<file path="config.mk">
export PLATFORM = sky130hd
export DESIGN_NAME = avst_tx_pkt_arbiter
export DESIGN_NICKNAME = d
export VERILOG_FILES = /design/src/rtl/avst_tx_pkt_arbiter.sv
export SDC_FILE = /design/constraint.sdc
export NUM_CORES = 1
export LEC_CHECK = 0
export ABC_AREA = 1
export CORE_AREA = 2 2 91 93
export DETAILED_ROUTE_END_ITERATION = 7
export DIE_AREA = 0 0 93 95
export GPL_TIMING_DRIVEN = 0
export PLACE_DENSITY = 0.74
export SETUP_SLACK_MARGIN = 0.5
export SLEW_MARGIN = 20
export SYNTH_ARGS = -nofsm -noshare
export SYNTH_HDL_FRONTEND = slang
export SYNTH_SLANG_ARGS = --single-unit
</file>
<file path="constraint.sdc">
create_clock -name clk_out -period 1.4 [get_ports clk_out]
set_clock_uncertainty 0.1 [all_clocks]
set_input_delay 0.21 -clock clk_out [delete_from_list [all_inputs] [get_ports clk_out]]
set_output_delay 0.21 -clock clk_out [all_outputs]
set_load 0.1 [all_outputs]
</file>
<file path="src/rtl/avst_tx_pkt_arbiter.sv">
// Packet-granular Avalon-ST arbiter: N sources share one 64-bit MAC TX bus, whole packets, IPG idle cycles between.
// Optional build macro ARB_STRICT_PRIO_EN selects fixed lowest-index-wins priority instead of round-robin.
module avst_tx_pkt_arbiter #(
  parameter int N   = 2,
  parameter int IPG = 4
) (
  input  logic            clk_out,
  input  logic            reset,
  input  logic [64*N-1:0] in_data,
  input  logic [N-1:0]    in_valid,
  output logic [N-1:0]    in_ready,
  input  logic [N-1:0]    in_sop,
  input  logic [N-1:0]    in_eop,
  input  logic [3*N-1:0]  in_empty,
  input  logic [6*N-1:0]  in_error,
  output logic [63:0]     out_data,
  output logic            out_valid,
  input  logic            out_ready,
  output logic            out_sop,
  output logic            out_eop,
  output logic [2:0]      out_empty,
  output logic [5:0]      out_error,
  output logic [1:0]      grant,
  output logic            busy,
  output logic            proto_err
);

  typedef enum logic [1:0] {IDLE, XFER, GAP} state_t;

  state_t      r_state, w_state_nxt;
  logic [1:0]  r_grant, w_grant_nxt;
  logic [7:0]  r_gap_cnt, w_gap_cnt_nxt;
  logic        r_proto_err, w_proto_err_nxt;
`ifndef ARB_STRICT_PRIO_EN
  logic [1:0]  r_last, w_last_nxt;
  logic        w_found;
`endif

  logic [N-1:0] w_req;
  logic [1:0]   w_pick;
  logic         w_g_valid, w_g_sop, w_g_eop;
  logic [63:0]  w_g_data;
  logic [2:0]   w_g_empty;
  logic [5:0]   w_g_error;

  always_comb begin
    w_g_valid = 1'b0;
    w_g_sop   = 1'b0;
    w_g_eop   = 1'b0;
    w_g_data  = '0;
    w_g_empty = '0;
    w_g_error = '0;
    for (int k = 0; k < N; k++) begin
      if (r_grant == 2'(k)) begin
        w_g_valid = in_valid[k];
        w_g_sop   = in_sop[k];
        w_g_eop   = in_eop[k];
        w_g_data  = in_data[64*k +: 64];
        w_g_empty = in_empty[3*k +: 3];
        w_g_error = in_error[6*k +: 6];
      end
    end
  end

  // Arbitration: a port requests with the first beat of a packet.
  always_comb begin
    w_req  = in_valid & in_sop;
    w_pick = '0;
`ifdef ARB_STRICT_PRIO_EN
    for (int k = N - 1; k >= 0; k--) begin
      if (w_req[k]) w_pick = 2'(k);
    end
`else
    w_found = 1'b0;
    for (int off = 1; off <= N; off++) begin
      for (int k = 0; k < N; k++) begin
        if (!w_found && w_req[k] && (((int'(r_last) + off) % N) == k)) begin
          w_pick  = 2'(k);
          w_found = 1'b1;
        end
      end
    end
`endif
  end

  always_comb begin
    w_state_nxt     = r_state;
    w_grant_nxt     = r_grant;
    w_gap_cnt_nxt   = r_gap_cnt;
    w_proto_err_nxt = r_proto_err;
`ifndef ARB_STRICT_PRIO_EN
    w_last_nxt      = r_last;
`endif
    in_ready  = '0;
    out_valid = 1'b0;
    out_sop   = 1'b0;
    out_eop   = 1'b0;
    out_data  = w_g_data;
    out_empty = w_g_empty;
    out_error = w_g_error;
    case (r_state)
      IDLE: begin
        // Stray mid-packet beats are drained so a broken source cannot wedge the bus.
        in_ready = in_valid & ~in_sop;
        if (|(in_valid & ~in_sop)) w_proto_err_nxt = 1'b1;
        if (|w_req) begin
          w_state_nxt = XFER;
          w_grant_nxt = w_pick;
`ifndef ARB_STRICT_PRIO_EN
          w_last_nxt  = w_pick;
`endif
        end
      end
      XFER: begin
        out_valid = w_g_valid;
        out_sop   = w_g_sop;
        out_eop   = w_g_eop;
        for (int k = 0; k < N; k++) begin
          if (r_grant == 2'(k)) in_ready[k] = out_ready;
        end
        if (w_g_valid && out_ready && w_g_eop) begin
          if (IPG > 0) begin
            w_state_nxt   = GAP;
            w_gap_cnt_nxt = 8'(IPG);
          end else begin
            w_state_nxt = IDLE;
          end
        end
      end
      GAP: begin
        w_gap_cnt_nxt = r_gap_cnt - 8'd1;
        if (r_gap_cnt <= 8'd1) w_state_nxt = IDLE;
      end
      default: w_state_nxt = IDLE;
    endcase
  end

  always_ff @(posedge clk_out) begin
    if (reset) begin
      r_state     <= IDLE;
      r_grant     <= '0;
      r_gap_cnt   <= '0;
      r_proto_err <= 1'b0;
`ifndef ARB_STRICT_PRIO_EN
      r_last      <= 2'(N - 1);
`endif
    end else begin
      r_state     <= w_state_nxt;
      r_grant     <= w_grant_nxt;
      r_gap_cnt   <= w_gap_cnt_nxt;
      r_proto_err <= w_proto_err_nxt;
`ifndef ARB_STRICT_PRIO_EN
      r_last      <= w_last_nxt;
`endif
    end
  end

  assign grant     = r_grant;
  assign busy      = (r_state == XFER);
  assign proto_err = r_proto_err;

endmodule

</file>
; Word-level counts from Yosys, hierarchy flattened
; Index checks and enable logic that the tools add are counted.
[totals]
ff_bits = 14
input_bits = 155
output_inout_bits = 82
elab_cells = 75
[op_classes]
n_addsub = 3
n_lt_le_gt_ge = 1
n_eq_ne = 8
mux = 30
n_bitwise = 5
n_reduce_logical = 23
[op_table]
columns = cell, n
row1 = 64-bit 2-to-1 mux, 2
row2 = 32-bit zero test, 2
row3 = 8-bit one-hot mux with 2 select lines, 1
row4 = 1-bit 2-to-1 mux, 15
row5 = 6-bit 2-to-1 mux, 2
row6 = 2-bit 2-to-1 mux, 5
row7 = 1-bit logical AND, 9
row8 = 8-bit by 1-bit <= comparator with 1-bit output (second input constant), 1
row9 = 8-bit 2-to-1 mux, 1
row10 = 8-bit by 1-bit subtractor with 8-bit output (second input constant), 1
row11 = 2-bit == test (second input constant), 3
row12 = 3-bit 2-to-1 mux, 2
row13 = 2-bit one-hot mux with 3 select lines, 1
row14 = 2-bit AND reduction, 3
row15 = 2-bit AND, 2
row16 = 2-bit by 1-bit == test with 1-bit output (second input constant), 2
row17 = 2-bit zero test, 2
row18 = 2-bit != test (second input constant), 2
row19 = 2-bit one-hot mux with 2 select lines, 1
row20 = 2-bit OR reduction, 2
row21 = 1-bit zero test, 3
row22 = 3-bit AND reduction, 1
row23 = 1-bit adder (second input constant), 2
row24 = 1-bit AND (first input constant), 2
row25 = 3 further kinds, 3

; Logic depth before layout (Yosys ltp)
[depth]
ltp_word = 17
depth_mapped = 9
depth_no_buf = 9

; Worst setup path before layout
; Ideal clock, no wire load.
[synth_path]
path_kind = register -> output
start = register r_grant[0] (netlist: grant[0])
end = output out_sop
arrival_time_ns = 2.883
t_required_ns = 1.090
slack_ns = -1.793
path_stages_with_launch = 5
path_buffers = 2
path_cell_list = dfxtp_1 > buf_6 > buf_2 > nand2_1 > a21oi_1
[synth_between]
elab_chain_cells = 4
word_cells_on_any_way = 5
cone_classes = eq/ne (1) / mux (3) / reduce/logical (1)
[synth_rtl]
columns = item, line
row1 = from (decl), 31  ; logic [1:0] r_grant, w_grant_nxt;
row2 = from (signal assigned), 149  ; r_grant <= w_grant_nxt;
row3 = 2-bit zero test, 54  ; if (r_grant == 2'(k)) begin
row4 = 1-bit 2-to-1 mux, 54
row5 = 1-bit 2-to-1 mux *, 54
row6 = 1-bit 2-to-1 mux *, 101  ; case (r_state)
row7 = to (decl), 19  ; output logic out_sop,
; Every way passes the cells marked *; elsewhere a longest branch is shown, timed or not.

; Worst setup path in the final report
[layout_path]
start = register r_grant[0] (netlist: grant[0])
end = output out_data[56]
[layout_between]
elab_chain_cells = 3
word_cells_on_any_way = 4
cone_classes = eq/ne (1) / mux (2) / reduce/logical (1)
[layout_rtl]
columns = item, line
row1 = 2-bit zero test, 54
row2 = 64-bit 2-to-1 mux, 54
row3 = 64-bit 2-to-1 mux *, 54
row4 = to (decl), 16  ; output logic [63:0] out_data,
; Marked as above.

==> results_dict.tcl <==
set metrics [dict create \
    status "complete, but fails checks" \
    violations "negative setup slack" \
    hold_buffers 0 \
    start_kind "flip-flop" \
    finalMaxSlewViolations 0 \
    share_comb_of_total_power 0.862 \
    yosysMostFrequentCell "nand2_1" \
    power_w 0.00567 \
    fillCellCount 194 \
    routed_via_density 5.26 \
    setup_ws_ps -464 \
    numCtsBuffers 3 \
    dp.cells 700 \
    yosys.area.top_type "nand2_1" \
    num_rows 33 \
    cts_tree "done" \
    power_leakage_nw 3.02 \
    ys_seq_area_frac 0.152 \
    die-width_microns 93 \
    hp-start "reset" \
    synthTopCellsByCount "nand2_1 (255), inv_1 (16), dfxtp_1 (13), nor2_1 (13)" \
    syn2layout_area_growth_pct 339 \
    cts.reportedPaths.clkPinSlew_ps 60 \
    hold_path_class "in2reg" \
    ys_top_cells_by_area "nand2_1 (56%), dfxtp_1 (15%), inv_1 (3.5%)" \
    finalNonFillerCells 721 \
    grt.overflow.total 0 \
    fin_crit_ps 1860 \
    place.detailed.hpwl_microns 8680 \
    final_nets 774 \
    syn_area_sq_um 1710 \
    ys.flop_type "dfxtp_1" \
    first_pass_iters 5 \
    cap_violations 0 \
    endpoint_kind "output pin" \
    synth-edff-count 0 \
    antenna_found_initial 0 \
    core_area_sq_um 7930 \
    utilization 0.948 \
    reg2reg_depth 10 \
    min_period_over_period 1.33 \
    p_int_w 0.00250 \
    track_usage 0.281 \
    wire_per_inst_microns 26.1 \
    async_flop_share 0 \
    rr_endpoint "r_gap_cnt[5]$_SDFFE_PP0P_" \
    avgSynthCellArea_sq_um 4.74 \
    dpl_worst_slack_ps -1360 \
    drive_above_1_share 0.571 \
    dieArea_sq_um 8840 \
    finalHoldViolations 0 \
    dr.first_iter.drc_count 164 \
    cts.sinks 13 \
    setup_viol 89 \
    antenna_cells 0 \
    drc 0 \
    synth.distinct_cells 26 \
    ir_worst_vdd_uv 727 \
    syn_inst 361 \
    synth_nets 518 \
    sw_frac_of_total 0.558 \
    ff2ff_setup_slack_ps -280 \
    hold-path-endpoint "r_gap_cnt[1]$_SDFFE_PP0P_" \
    critPathArrivalTime_ps 1550 \
    r2r-start "grant[0]$_SDFFE_PP0P_" \
    drt_wl_total_microns 18800 \
    cts_max_path_buffers 2 \
    vias 3790 \
    grt_max_degree 11 \
    grt_first_pass_wirelength_microns 19200 \
    die_h_microns 95 \
    portBuffers 234 \
    grt_pass1_vias 3519 \
    crit_required_ps 1090 \
    power_frac_seq 0.073 \
    pwr-share-clk 0.065 \
    yosysWarnings 0 \
    max_freq_mhz 536 \
    clk_latency_ps 260 \
    cp_max_fo 7 \
    io_pins 237 \
    initial_utilization 0.216 \
    ant_nets 0 \
    pwr_density_cell_nw_per_um2 754 \
    place_congestion 0.826 \
    yosysTopAreaCellShare 0.559 \
    cts.htree.levels 1 \
    rsz0062_at_grt "yes" \
    root_buffer "clkbuf_8" \
    crit_type "reg2out" \
    hold_path_depth 2 \
    yosys_register_bits 13 \
    p_sw_w 0.00317 \
]
[layout make-up]
type                            instances  area, sq um  area share
Clock buffer                            4         45.0     0.00599
Inverter                               18         88.8      0.0118
Multi-Input combinational cell        311         3300       0.439
Sequential cell                        13          275      0.0366
Tap cell                              105          131      0.0175
Timing Repair Buffer                  251         3410       0.454
Buffer                                 19          259      0.0345
[through the flow]
stage,hold slack [ps],setup TNS [ps],area [sq um]
final,195,-33840,7520
after global routing,174,-36320,7520
after CTS,128,-25550,6820
after detailed placement,362,-98870,5500
after global placement,354,-98270,5500
after floorplan,289,-25080,3030
[state kept, by name, summed over array words and instances (netlist names)]
register	count
r_gap_cnt	8
r_state	2
grant	1
proto_err	1
r_last	1
[power groups by stage]
stage	Sequential (W)	Combinational, W	Clock [W]
after CTS	0.000407	0.00441	0.000355
after floorplan	0.000446	0.00261	0
after global placement	0.000412	0.00357	0
final	0.000415	0.00489	0.000367
after detailed placement	0.000413	0.00360	0
after global routing	0.000416	0.00498	0.000383
[worst max-delay path: stages, from the launching register on]
cell and delay, ps:
dfxtp_4 370, buf_8 150, clkinv_8 90, buf_16 160, buf_12 140, nand2_2 140, nand2_8 60, buf_12 160
[cell usage in the layout, fill, tap and decap left out, drive strengths merged]
cell type / Yosys / routed
nand4: 1 / 1
conb: 1 / 1
a21oi: 12 / 12
inv: 18 / 16
nor3: 3 / 3
o21ai: 4 / 4
clkdlybuf4s50: 0 / 149
nand2: 260 / 260
clkinv: 0 / 1
o21bai: 2 / 2
dlygate4sd2: 0 / 4
buf: 14 / 109
ha: 2 / 2
or2: 2 / 2
clkinvlp: 0 / 1
nand3: 8 / 8
clkbuf: 5 / 12
nor2: 16 / 16
dfxtp: 13 / 13
[per-layer routing]
layer  share of wire  routed length (microns)  global-route usage
met5               0                        0                   0
met4           0.070                     1310              0.0907
met3           0.089                     1670              0.0982
met2            0.53                     9970               0.552
met1            0.31                     5880               0.274
[logic make-up after synthesis]
logic type / synth area share
DFF: 0.152
other: 0.00219
adders and majority gates: 0.0146
AOI/OAI and AO/OA: 0.0577
buffers and inverters: 0.0993
and+or+nand+nor: 0.674
[what timing repair did]
| item | 4_1_cts | 5_1_grt |
|---|---|---|
| pin swaps | 11 | 22 |
| buffers inserted | 0 | 10 |
| resized for setup | 875 | 105 |
| setup endpoints to repair | 94 | 94 |
| cloned | 2 | 5 |
[worst max path at each step]
stage                           from                         to  slack (ps)  depth (start not counted)
2_1_floorplan  grant[0]$_SDFFE_PP0P_  r_gap_cnt[4]$_SDFFE_PP0P_        -480                          8
5_1_grt        grant[0]$_SDFFE_PP0P_               out_data[56]        -490                          7
3_5_place_dp             in_valid[0]                in_ready[0]       -1360                          5
3_3_place_gp             in_valid[1]                in_ready[1]       -1320                          5
4_1_cts        grant[0]$_SDFFE_PP0P_               out_data[31]        -360                          7
6_report       grant[0]$_SDFFE_PP0P_               out_data[56]        -460                          7
No activity file was read; power rests on OpenSTA's default activity.
